File: src/rtl/s4_shift_sequencer_if.sv
// rtl/s4_shift_sequencer_if.sv - upstream word handshake for the shift sequencer
//
// Purpose: bundles the valid/ready word offer that feeds s4_shift_sequencer.
// Signals:
//   in_valid  word offered by upstream
//   in_ready  sequencer can accept a word
//   in_data   parallel word to serialize
//   in_dir    0 = shift right / LSB first, 1 = shift left / MSB first
//   in_fill   bit shifted into the vacated end during shifts
// Modports: master = word producer, slave = sequencer.

interface s4_shift_sequencer_if #(
  parameter int WIDTH = 4
) ();

  logic             in_valid;
  logic             in_ready;
  logic [WIDTH-1:0] in_data;
  logic             in_dir;
  logic             in_fill;

  modport master (
    output in_valid,
    output in_data,
    output in_dir,
    output in_fill,
    input  in_ready
  );

  modport slave (
    input  in_valid,
    input  in_data,
    input  in_dir,
    input  in_fill,
    output in_ready
  );

endinterface

File: src/rtl/s4_shift_sequencer.sv
// rtl/s4_shift_sequencer.sv - load/shift/hold control stage for a universal shift register
//
// Purpose: accepts one parallel word over the upstream handshake, loads it
// into an external universal shift register, shifts it out WIDTH times in the
// captured direction and reports each bit plus an end-of-word pulse.
// Ports:
//   clk        system clock, rising edge
//   clr        asynchronous active-low reset, shared with the shift register
//   up         upstream word handshake (slave side)
//   reg_q      shift register parallel output fed back for bit extraction
//   sel        register mode: 00 hold, 01 shift right, 10 shift left, 11 load
//   inp1       register parallel-load data
//   sr_ser     register right-shift serial input
//   sl_ser     register left-shift serial input
//   bit_out    current serial bit (qualify with bit_valid)
//   bit_valid  bit_out carries a word bit this cycle
//   done       one-cycle end-of-word pulse
//   busy       sequencer is not idle

module s4_shift_sequencer #(
  parameter int WIDTH = 4,
  parameter int CNT_W = 3
) (
  input  logic             clk,
  input  logic             clr,
  s4_shift_sequencer_if.slave up,
  input  logic [WIDTH-1:0] reg_q,
  output logic [1:0]       sel,
  output logic [WIDTH-1:0] inp1,
  output logic             sr_ser,
  output logic             sl_ser,
  output logic             bit_out,
  output logic             bit_valid,
  output logic             done,
  output logic             busy
);

  typedef enum logic [1:0] {
    ST_IDLE  = 2'b00,
    ST_LOAD  = 2'b01,
    ST_SHIFT = 2'b10,
    ST_DONE  = 2'b11
  } state_t;

  localparam logic [1:0] SEL_HOLD  = 2'b00;
  localparam logic [1:0] SEL_RIGHT = 2'b01;
  localparam logic [1:0] SEL_LEFT  = 2'b10;
  localparam logic [1:0] SEL_LOAD  = 2'b11;

  localparam logic [CNT_W-1:0] CNT_LAST = CNT_W'(WIDTH - 1);
  localparam logic [CNT_W-1:0] CNT_ONE  = CNT_W'(1);

  state_t           state_q, state_d;
  logic [CNT_W-1:0] cnt_q,   cnt_d;
  logic [WIDTH-1:0] data_q,  data_d;
  logic             dir_q,   dir_d;
  logic             fill_q,  fill_d;

  always_ff @(posedge clk or negedge clr) begin
    if (!clr) begin
      state_q <= ST_IDLE;
      cnt_q   <= '0;
      data_q  <= '0;
      dir_q   <= 1'b0;
      fill_q  <= 1'b0;
    end else begin
      state_q <= state_d;
      cnt_q   <= cnt_d;
      data_q  <= data_d;
      dir_q   <= dir_d;
      fill_q  <= fill_d;
    end
  end

  // Next-state logic. The captured word, direction and fill only change on
  // acceptance in IDLE, so upstream may change its inputs freely afterwards.
  always_comb begin
    state_d = state_q;
    cnt_d   = cnt_q;
    data_d  = data_q;
    dir_d   = dir_q;
    fill_d  = fill_q;

    unique case (state_q)
      ST_IDLE: begin
        if (up.in_valid) begin
          data_d  = up.in_data;
          dir_d   = up.in_dir;
          fill_d  = up.in_fill;
          state_d = ST_LOAD;
        end
      end
      ST_LOAD: begin
        cnt_d   = '0;
        state_d = ST_SHIFT;
      end
      ST_SHIFT: begin
        // The counter parks at WIDTH-1 on the last shift; it only returns to
        // zero through LOAD.
        if (cnt_q == CNT_LAST) begin
          state_d = ST_DONE;
        end else begin
          cnt_d = cnt_q + CNT_ONE;
        end
      end
      ST_DONE: begin
        state_d = ST_IDLE;
      end
      default: begin
        state_d = ST_IDLE;
      end
    endcase
  end

  // Output decode, purely from registered state.
  always_comb begin
    sel         = SEL_HOLD;
    inp1        = '0;
    sr_ser      = 1'b0;
    sl_ser      = 1'b0;
    bit_valid   = 1'b0;
    done        = 1'b0;
    busy        = 1'b1;
    up.in_ready = 1'b0;

    unique case (state_q)
      ST_IDLE: begin
        busy        = 1'b0;
        up.in_ready = 1'b1;
      end
      ST_LOAD: begin
        sel  = SEL_LOAD;
        inp1 = data_q;
      end
      ST_SHIFT: begin
        sel       = dir_q ? SEL_LEFT : SEL_RIGHT;
        sr_ser    = dir_q ? 1'b0 : fill_q;
        sl_ser    = dir_q ? fill_q : 1'b0;
        bit_valid = 1'b1;
      end
      ST_DONE: begin
        done = 1'b1;
      end
      default: begin
        busy = 1'b1;
      end
    endcase
  end

  // The outgoing bit is the end of the register that is about to fall off;
  // consumers sample it at the closing edge, before the shift lands.
  assign bit_out = dir_q ? reg_q[WIDTH-1] : reg_q[0];

endmodule

File: src/flat_wrapper.sv
// flat-port wrapper written by rule: the top's interface ports become plain ports
module s4_shift_sequencer_flat 
#(
  parameter int WIDTH = 4,
  parameter int CNT_W = 3
)
  (clk, clr, reg_q, sel, inp1, sr_ser, sl_ser, bit_out, bit_valid, done, busy, up_in_valid, up_in_data, up_in_dir, up_in_fill, up_in_ready);
  s4_shift_sequencer_if #(.WIDTH(WIDTH)) up_i ();
  input  logic clk;
  input  logic clr;
  input  logic [WIDTH-1:0] reg_q;
  output logic [1:0] sel;
  output logic [WIDTH-1:0] inp1;
  output logic sr_ser;
  output logic sl_ser;
  output logic bit_out;
  output logic bit_valid;
  output logic done;
  output logic busy;
  input wire logic [$bits(up_i.in_valid)-1:0] up_in_valid;
  input wire logic [$bits(up_i.in_data)-1:0] up_in_data;
  input wire logic [$bits(up_i.in_dir)-1:0] up_in_dir;
  input wire logic [$bits(up_i.in_fill)-1:0] up_in_fill;
  output wire logic [$bits(up_i.in_ready)-1:0] up_in_ready;
  assign up_i.in_valid = up_in_valid;
  assign up_i.in_data = up_in_data;
  assign up_i.in_dir = up_in_dir;
  assign up_i.in_fill = up_in_fill;
  assign up_in_ready = up_i.in_ready;
  s4_shift_sequencer #(.WIDTH(WIDTH), .CNT_W(CNT_W)) u_core (.clk(clk), .clr(clr), .up(up_i), .reg_q(reg_q), .sel(sel), .inp1(inp1), .sr_ser(sr_ser), .sl_ser(sl_ser), .bit_out(bit_out), .bit_valid(bit_valid), .done(done), .busy(busy));
endmodule
File: config.mk
export PLATFORM = sky130hd
export DESIGN_NAME = s4_shift_sequencer_flat
export DESIGN_NICKNAME = d
export VERILOG_FILES = /design/src/rtl/s4_shift_sequencer_if.sv /design/src/rtl/s4_shift_sequencer.sv /design/src/flat_wrapper.sv
export SDC_FILE = /design/constraint.sdc
export NUM_CORES = 1
export LEC_CHECK = 0
export ABC_CLOCK_PERIOD_IN_PS = 4100
export CAP_MARGIN = 20
export CORE_MARGIN = 2
export CORE_UTILIZATION = 44
export DETAILED_ROUTE_END_ITERATION = 8
export PLACE_DENSITY_LB_ADDON = 0.05
export REMOVE_ABC_BUFFERS = 1
export SYNTH_ARGS = -nofsm -noshare
export SYNTH_HDL_FRONTEND = slang
export SYNTH_SLANG_ARGS = --single-unit
File: constraint.sdc
create_clock -name clk -period 4.1 [get_ports clk]
set_input_delay 0.41 -clock clk [delete_from_list [all_inputs] [get_ports clk]]
set_output_delay 0.41 -clock clk [all_outputs]
set_load 0.005 [all_outputs]
==> metrics.txt <==
# TYPE chip_impl_metric gauge
chip_impl_metric{name="drv_slew",unit=""} 0
chip_impl_info{name="critical_path.endpoint",value="sel[0]"} 1
chip_impl_metric{name="reg2reg_slack",unit="ns"} 2.53
chip_impl_info{name="crit_start",value="u_core.state_q[0]$_DFFE_PN0P_"} 1
chip_impl_metric{name="number_of_antenna_violations_at_the_first_check_in_global_routing",unit=""} 0
chip_impl_metric{name="cts.clk_slew.worst_paths",unit="ns"} 0.07
chip_impl_info{name="largest_delay_share_family_worst_path",value="buffers and inverters"} 1
chip_impl_metric{name="post_layout_min_period",unit="ns"} 2.33
chip_impl_metric{name="cts.repair_timing.setup_buffer_count",unit=""} 0
chip_impl_metric{name="floorplan.die.height",unit="um"} 42.2
chip_impl_metric{name="path_buf_inv",unit=""} 3
chip_impl_metric{name="syn_area_per_cell",unit="um2"} 11.9
chip_impl_metric{name="routed_wl",unit="mm"} 1.21
chip_impl_metric{name="via_per_inst",unit=""} 4.81
chip_impl_metric{name="die_area",unit="um2"} 1780
chip_impl_metric{name="layout-area-overhead-vs-synth",unit="%"} 43.0
chip_impl_metric{name="hold_ws",unit="ns"} 0.484
chip_impl_metric{name="route.antenna.remaining_nets",unit=""} 0
chip_impl_metric{name="final_net_count",unit=""} 102
chip_impl_metric{name="path_depth_of_the_worst_reg2reg_path",unit=""} 5
chip_impl_metric{name="holdBufCountCts",unit=""} 0
chip_impl_info{name="layout_commonest_cell",value="clkdlybuf4s50_1"} 1
chip_impl_metric{name="grt_max_degree",unit=""} 12
chip_impl_info{name="worst_hold_path_type",value="reg2reg"} 1
chip_impl_metric{name="max-slew-margin-rel",unit="%"} 63.7
chip_impl_metric{name="ys_warn_count",unit=""} 0
chip_impl_metric{name="synth.ff_latch_count",unit=""} 11
chip_impl_metric{name="clk_path_buf_depth",unit=""} 2
chip_impl_metric{name="global_route.overflow_total",unit=""} 0
chip_impl_metric{name="place_worst_setup_slack",unit="ns"} 2.05
chip_impl_metric{name="detailed_place_hpwl",unit="um"} 927
chip_impl_metric{name="gp_congestion",unit=""} 0.660
chip_impl_metric{name="drt_pass1_iterations",unit=""} 3
chip_impl_info{name="worst_path_max_delay_cell",value="clkdlybuf4s50_1"} 1
chip_impl_metric{name="yosysUniqueCellTypes",unit=""} 21
chip_impl_metric{name="synth-seq-area-share",unit="%"} 43.0
chip_impl_metric{name="cp.depth",unit=""} 6
chip_impl_metric{name="port-buffer-count",unit=""} 23
chip_impl_metric{name="top_achievable_clock_speed",unit="MHz"} 428
chip_impl_info{name="outcome",value="complete, no violations"} 1
chip_impl_metric{name="grt_first_pass_wirelength",unit="mm"} 2.10
chip_impl_metric{name="clock_sink_count",unit=""} 11
chip_impl_metric{name="finalSetupViolCount",unit=""} 0
chip_impl_metric{name="synth_cells",unit=""} 54
chip_impl_metric{name="initial_core_util",unit="%"} 48.0
chip_impl_metric{name="total_leakage_power",unit="uW"} 0.000411
chip_impl_metric{name="timing.final.hold_violations",unit=""} 0
chip_impl_metric{name="drc",unit=""} 0
chip_impl_metric{name="final_core_area_utilization",unit="%"} 68.7
chip_impl_metric{name="power.density_cell_area",unit="nW/um2"} 695
chip_impl_metric{name="syn-cell-area",unit="um2"} 641
chip_impl_metric{name="critPathMaxStageDelay",unit="ns"} 0.50
chip_impl_metric{name="fin_worst_skew",unit="ns"} 0.00121
chip_impl_metric{name="rows",unit=""} 13
chip_impl_info{name="mostFrequentLayoutCells",value="clkdlybuf4s50_1 (23), dfrtp_1 (11), mux2_1 (7), ha_1 (7), inv_1 (5)"} 1
chip_impl_metric{name="final.setup.worst_slack",unit="ns"} 1.77
chip_impl_metric{name="routed_length_per_placed_instance",unit="um"} 12.6
chip_impl_metric{name="setup_tns",unit="ns"} 0
chip_impl_info{name="critical_path.reg2reg.endpoint",value="u_core.state_q[1]$_DFFE_PN0P_"} 1
chip_impl_metric{name="worst_ep_required_time",unit="ns"} 3.69
chip_impl_metric{name="grt_pass1_vias",unit=""} 472
chip_impl_metric{name="timing.critical_path.arrival",unit="ns"} 1.92
chip_impl_metric{name="worstMarginPinSlew",unit="ns"} 0.543
chip_impl_info{name="timing.setup.critical_path_class",value="reg2out"} 1
chip_impl_info{name="worstPathCellList",value="inv_1 -> ha_1 -> inv_2 -> nor2_1 -> o21a_1 -> clkdlybuf4s50_1"} 1
chip_impl_metric{name="first_iter_violations",unit=""} 1
chip_impl_metric{name="boundaryPins",unit=""} 26
chip_impl_metric{name="core_box_area",unit="um2"} 1330
chip_impl_info{name="clock_tree.root_cell",value="clkbuf_4"} 1
chip_impl_info{name="cts_tree",value="yes"} 1
chip_impl_metric{name="crit_fanout",unit=""} 6
chip_impl_info{name="grt_setup_unrepaired",value="false"} 1
chip_impl_metric{name="insertion_delay",unit="ns"} 0.27
chip_impl_info{name="r2r-start",value="u_core.state_q[0]$_DFFE_PN0P_"} 1
chip_impl_info{name="worstSetupEndpointType",value="primary output"} 1
chip_impl_metric{name="vias_after_detailed_routing",unit=""} 462
chip_impl_metric{name="fin_crit_sh",unit="%"} 56.9
chip_impl_metric{name="post_route_cells_drive_above_1_share",unit="%"} 17.3
chip_impl_info{name="sort_of_element_at_the_start_of_the_critical_path",value="flip-flop"} 1
chip_impl_metric{name="post_cts_resized",unit=""} 0
chip_impl_metric{name="n_antenna_cell",unit=""} 0
chip_impl_metric{name="fp.dieW",unit="um"} 42.2
chip_impl_metric{name="cts_buffers",unit=""} 3
chip_impl_metric{name="irDropWorstVdd",unit="mV"} 0.311
chip_impl_metric{name="ctsHtreeMaxLevel",unit=""} 1
chip_impl_metric{name="max_cap_violations",unit=""} 0
chip_impl_metric{name="total_routing_usage_reported_by_global_routing",unit="%"} 16.1
## registers in the layout (all words and copies together), names as in the netlist
signal,flops
u_core.state_q,2
u_core.fill_q,1
u_core.dir_q,1
u_core.data_q,4
u_core.cnt_q,3
## cell usage after synthesis (all sizes together)
master / count / area, um2
nand2: 3 / 13.8
mux2: 9 / 105
inv: 6 / 22.5
and2: 4 / 30.0
nor2: 4 / 17.5
a21oi: 2 / 21.3
dfrtp: 11 / 275
a22oi: 1 / 7.51
and3: 1 / 6.26
o22ai: 1 / 12.5
o21a: 1 / 7.51
ha: 7 / 87.6
or2b: 1 / 7.51
mux2i: 2 / 20.0
nor2b: 1 / 6.26
## cell families after synthesis
logic type / after synthesis / synth area share, %
AND/OR/NAND/NOR: 14 / 12.7
multiplexers: 11 / 19.5
flip-flops: 11 / 43.0
adder cells (fa/ha/maj): 7 / 13.7
buffers and inverters: 6 / 3.52
AO/OA/AOI/OAI: 5 / 7.62
## how the worst min path moves through the flow
stage                                             from                            to  depth (start not counted)
after floorplan                                    clr   u_core.cnt_q[0]$_DFFE_PN0P_                          0
after global placement    u_core.data_q[2]$_DFFE_PN0P_  u_core.data_q[2]$_DFFE_PN0P_                          1
after detailed placement  u_core.data_q[0]$_DFFE_PN0P_  u_core.data_q[0]$_DFFE_PN0P_                          1
after CTS                 u_core.data_q[1]$_DFFE_PN0P_  u_core.data_q[1]$_DFFE_PN0P_                          1
after global routing      u_core.data_q[3]$_DFFE_PN0P_  u_core.data_q[3]$_DFFE_PN0P_                          1
final                     u_core.data_q[0]$_DFFE_PN0P_  u_core.data_q[0]$_DFFE_PN0P_                          1
## metrics by stage
stage,cell area [um2],cells,power [uW]
floorplan,641,54,406
global placement,890,92,559
detailed placement,890,92,566
CTS,916,96,646
global route,916,96,687
finish,916,96,637
## worst register-to-register path: stages, from the launching register on
cell     delay [ns]
dfrtp_1        0.40
inv_1          0.12
ha_1           0.29
inv_2          0.09
o22ai_2        0.21
mux2_1         0.34
## area by class of cell
type / count / area [um2]
Clock buffer: 4 / 26.3
Fill cell: 109 / 418
Inverter: 6 / 22.5
Multi-Input combinational cell: 37 / 343
Sequential cell: 11 / 275
Tap cell: 15 / 18.8
Timing Repair Buffer: 23 / 230
## where the power goes
part,total [uW],switching [uW],leakage [uW],internal (uW)
registers,191,34.0,0.000135,157
clock network,77.0,39.3,0.0000150,37.7
logic,369,150,0.000261,219
## layer usage
layer | GRT usage [%] | wire length [um]
met1 | 20.6 | 593
met2 | 25.3 | 546
met3 | 2.59 | 63
met4 | 9.38 | 4
met5 | 0 | 0
Note: power is estimated with default switching activity, not from simulation.
==> edit: new RTL, config.mk and constraints unchanged <==
`CNT_W` is set to 3 in 2 places; all go to 4.
--- a/src/rtl/s4_shift_sequencer.sv
+++ b/src/rtl/s4_shift_sequencer.sv
@@ -19,7 +19,7 @@
 
 module s4_shift_sequencer #(
   parameter int WIDTH = 4,
-  parameter int CNT_W = 3
+  parameter int CNT_W = 4
 ) (
   input  logic             clk,
   input  logic             clr,
--- a/src/flat_wrapper.sv
+++ b/src/flat_wrapper.sv
@@ -2,7 +2,7 @@
 module s4_shift_sequencer_flat 
 #(
   parameter int WIDTH = 4,
-  parameter int CNT_W = 3
+  parameter int CNT_W = 4
 )
   (clk, clr, reg_q, sel, inp1, sr_ser, sl_ser, bit_out, bit_valid, done, busy, up_in_valid, up_in_data, up_in_dir, up_in_fill, up_in_ready);
   s4_shift_sequencer_if #(.WIDTH(WIDTH)) up_i ();
Behaviour: same outputs for any inputs over 10 cycles, from zero or initial values; that may be too few to reach the edited logic, so the function may still have changed.
==> edit against the unedited design <==
Area after synthesis is 8.2% higher; sequential cell count up 1; final area grew 6.6%; setup slack lost 0.076 ns; sequential share of layout area grew 0.71 points; power up 6.7%; sequential power is 10% higher; routed wire length up 14%; critical path type unchanged.
==> edit: results (changes against the unedited design) <==
* Run status: completed (unchanged)
* Largest regs: u_core.cnt_q (4), u_core.data_q (4), u_core.state_q (2) (was u_core.data_q (4), u_core.cnt_q (3), u_core.state_q (2))
* Critical-path maximum fanout at 11 (was 6)
* Power per cell area at 696 nW/um2 (was 695 nW/um2)
* Met3 WL at 95 um (was 63 um)
* Number of DRC markers in iteration 0 at 6 (was 1)
* Final Non-Filler Cells at 105 (was 96)
* Largest net degree at the start of global routing at 13 (was 12)
* Critical path arrival at 2.00 ns (was 1.92 ns)
* DP Worst Slack at 2.00 ns (was 2.05 ns)
* Placed instance area at 940 um2 (was 890 um2)
* DP HPWL at 993 um (was 927 um)
* Share of cells above drive strength 1 at 14.6% (was 17.3%)
* Post-synth cell types at 23 (was 21)
* Worst Skew at 0.00309 ns (was 0.00121 ns)
* Dominant cells by area after synthesis: dfrtp_1, mux2_2, ha_1 (was dfrtp_1, ha_1, mux2_1)
* Reg power frac at 31.1% (was 30.0%)
* Leak at 0.000429 uW (was 0.000411 uW)
* DR WL met2 at 598 um (was 546 um)
* Pint at 449 uW (was 414 uW)
* Clk slew on worst S/H paths at 0.09 ns (was 0.07 ns)
* First-pass GRT wire length at 2360 um (was 2100 um)
* Top cells by count, synth: dfrtp_1, mux2_2, ha_1 (was dfrtp_1, ha_1, mux2_1)
* Total Routing Usage GR at 16.8% (was 16.1%)
* Drt pass-1 iters at 4 (was 3)
## edit: cell types whose count changed after synthesis, sizes merged, moves of 2 or more
cell,change
inv,-2
nor2b,+3
nand3,+3
nand2b,+2
## edit: layout make-up
cell class | count | area, um2
inverters | 4 | 15.0
repair buffers | 23 | 230
fillers | 134 | 513
well taps | 16 | 20.0
clock buffers | 4 | 36.3
multi-input cells | 46 | 374
flip-flops and latches | 12 | 300
## edit: critical path: cells and delay by family, from the launching register on
family | cells | cell delay (ns)
DFF | 1 | 0.42
AOI/OAI and AO/OA | 1 | 0.11
buffers and inverters | 2 | 0.61
and+or+nand+nor | 1 | 0.18
adders and majority gates | 1 | 0.39
## edit: worst paths after layout
path / start / to / slack [ns] / cells past startpoint
min in group clk: u_core.data_q[1]$_DFFE_PN0P_ / u_core.data_q[1]$_DFFE_PN0P_ / 0.51 / 1
max in group asynchronous: clr / u_core.cnt_q[3]$_DFFE_PN0P_ / 3.26 / 1
worst max register to register: u_core.state_q[1]$_DFFE_PN0P_ / u_core.cnt_q[0]$_DFFE_PN0P_ / 2.41 / 5
worst min register to register: u_core.data_q[1]$_DFFE_PN0P_ / u_core.data_q[1]$_DFFE_PN0P_ / 0.51 / 1
worst min-delay path: clr / u_core.data_q[1]$_DFFE_PN0P_ / 0.48 / 1
worst max-delay path: u_core.state_q[0]$_DFFE_PN0P_ / sel[0] / 1.69 / 5
## edit: logic make-up after synthesis
| group | count (synthesis) | share of synthesized area [%] |
|---|---|---|
| AO/OA/AOI/OAI | 7 | 8.48 |
| adder cells (fa/ha/maj) | 6 | 10.8 |
| buffers and inverters | 5 | 2.71 |
| flip-flops | 12 | 43.3 |
| multiplexers | 10 | 16.1 |
| AND/OR/NAND/NOR | 23 | 18.6 |
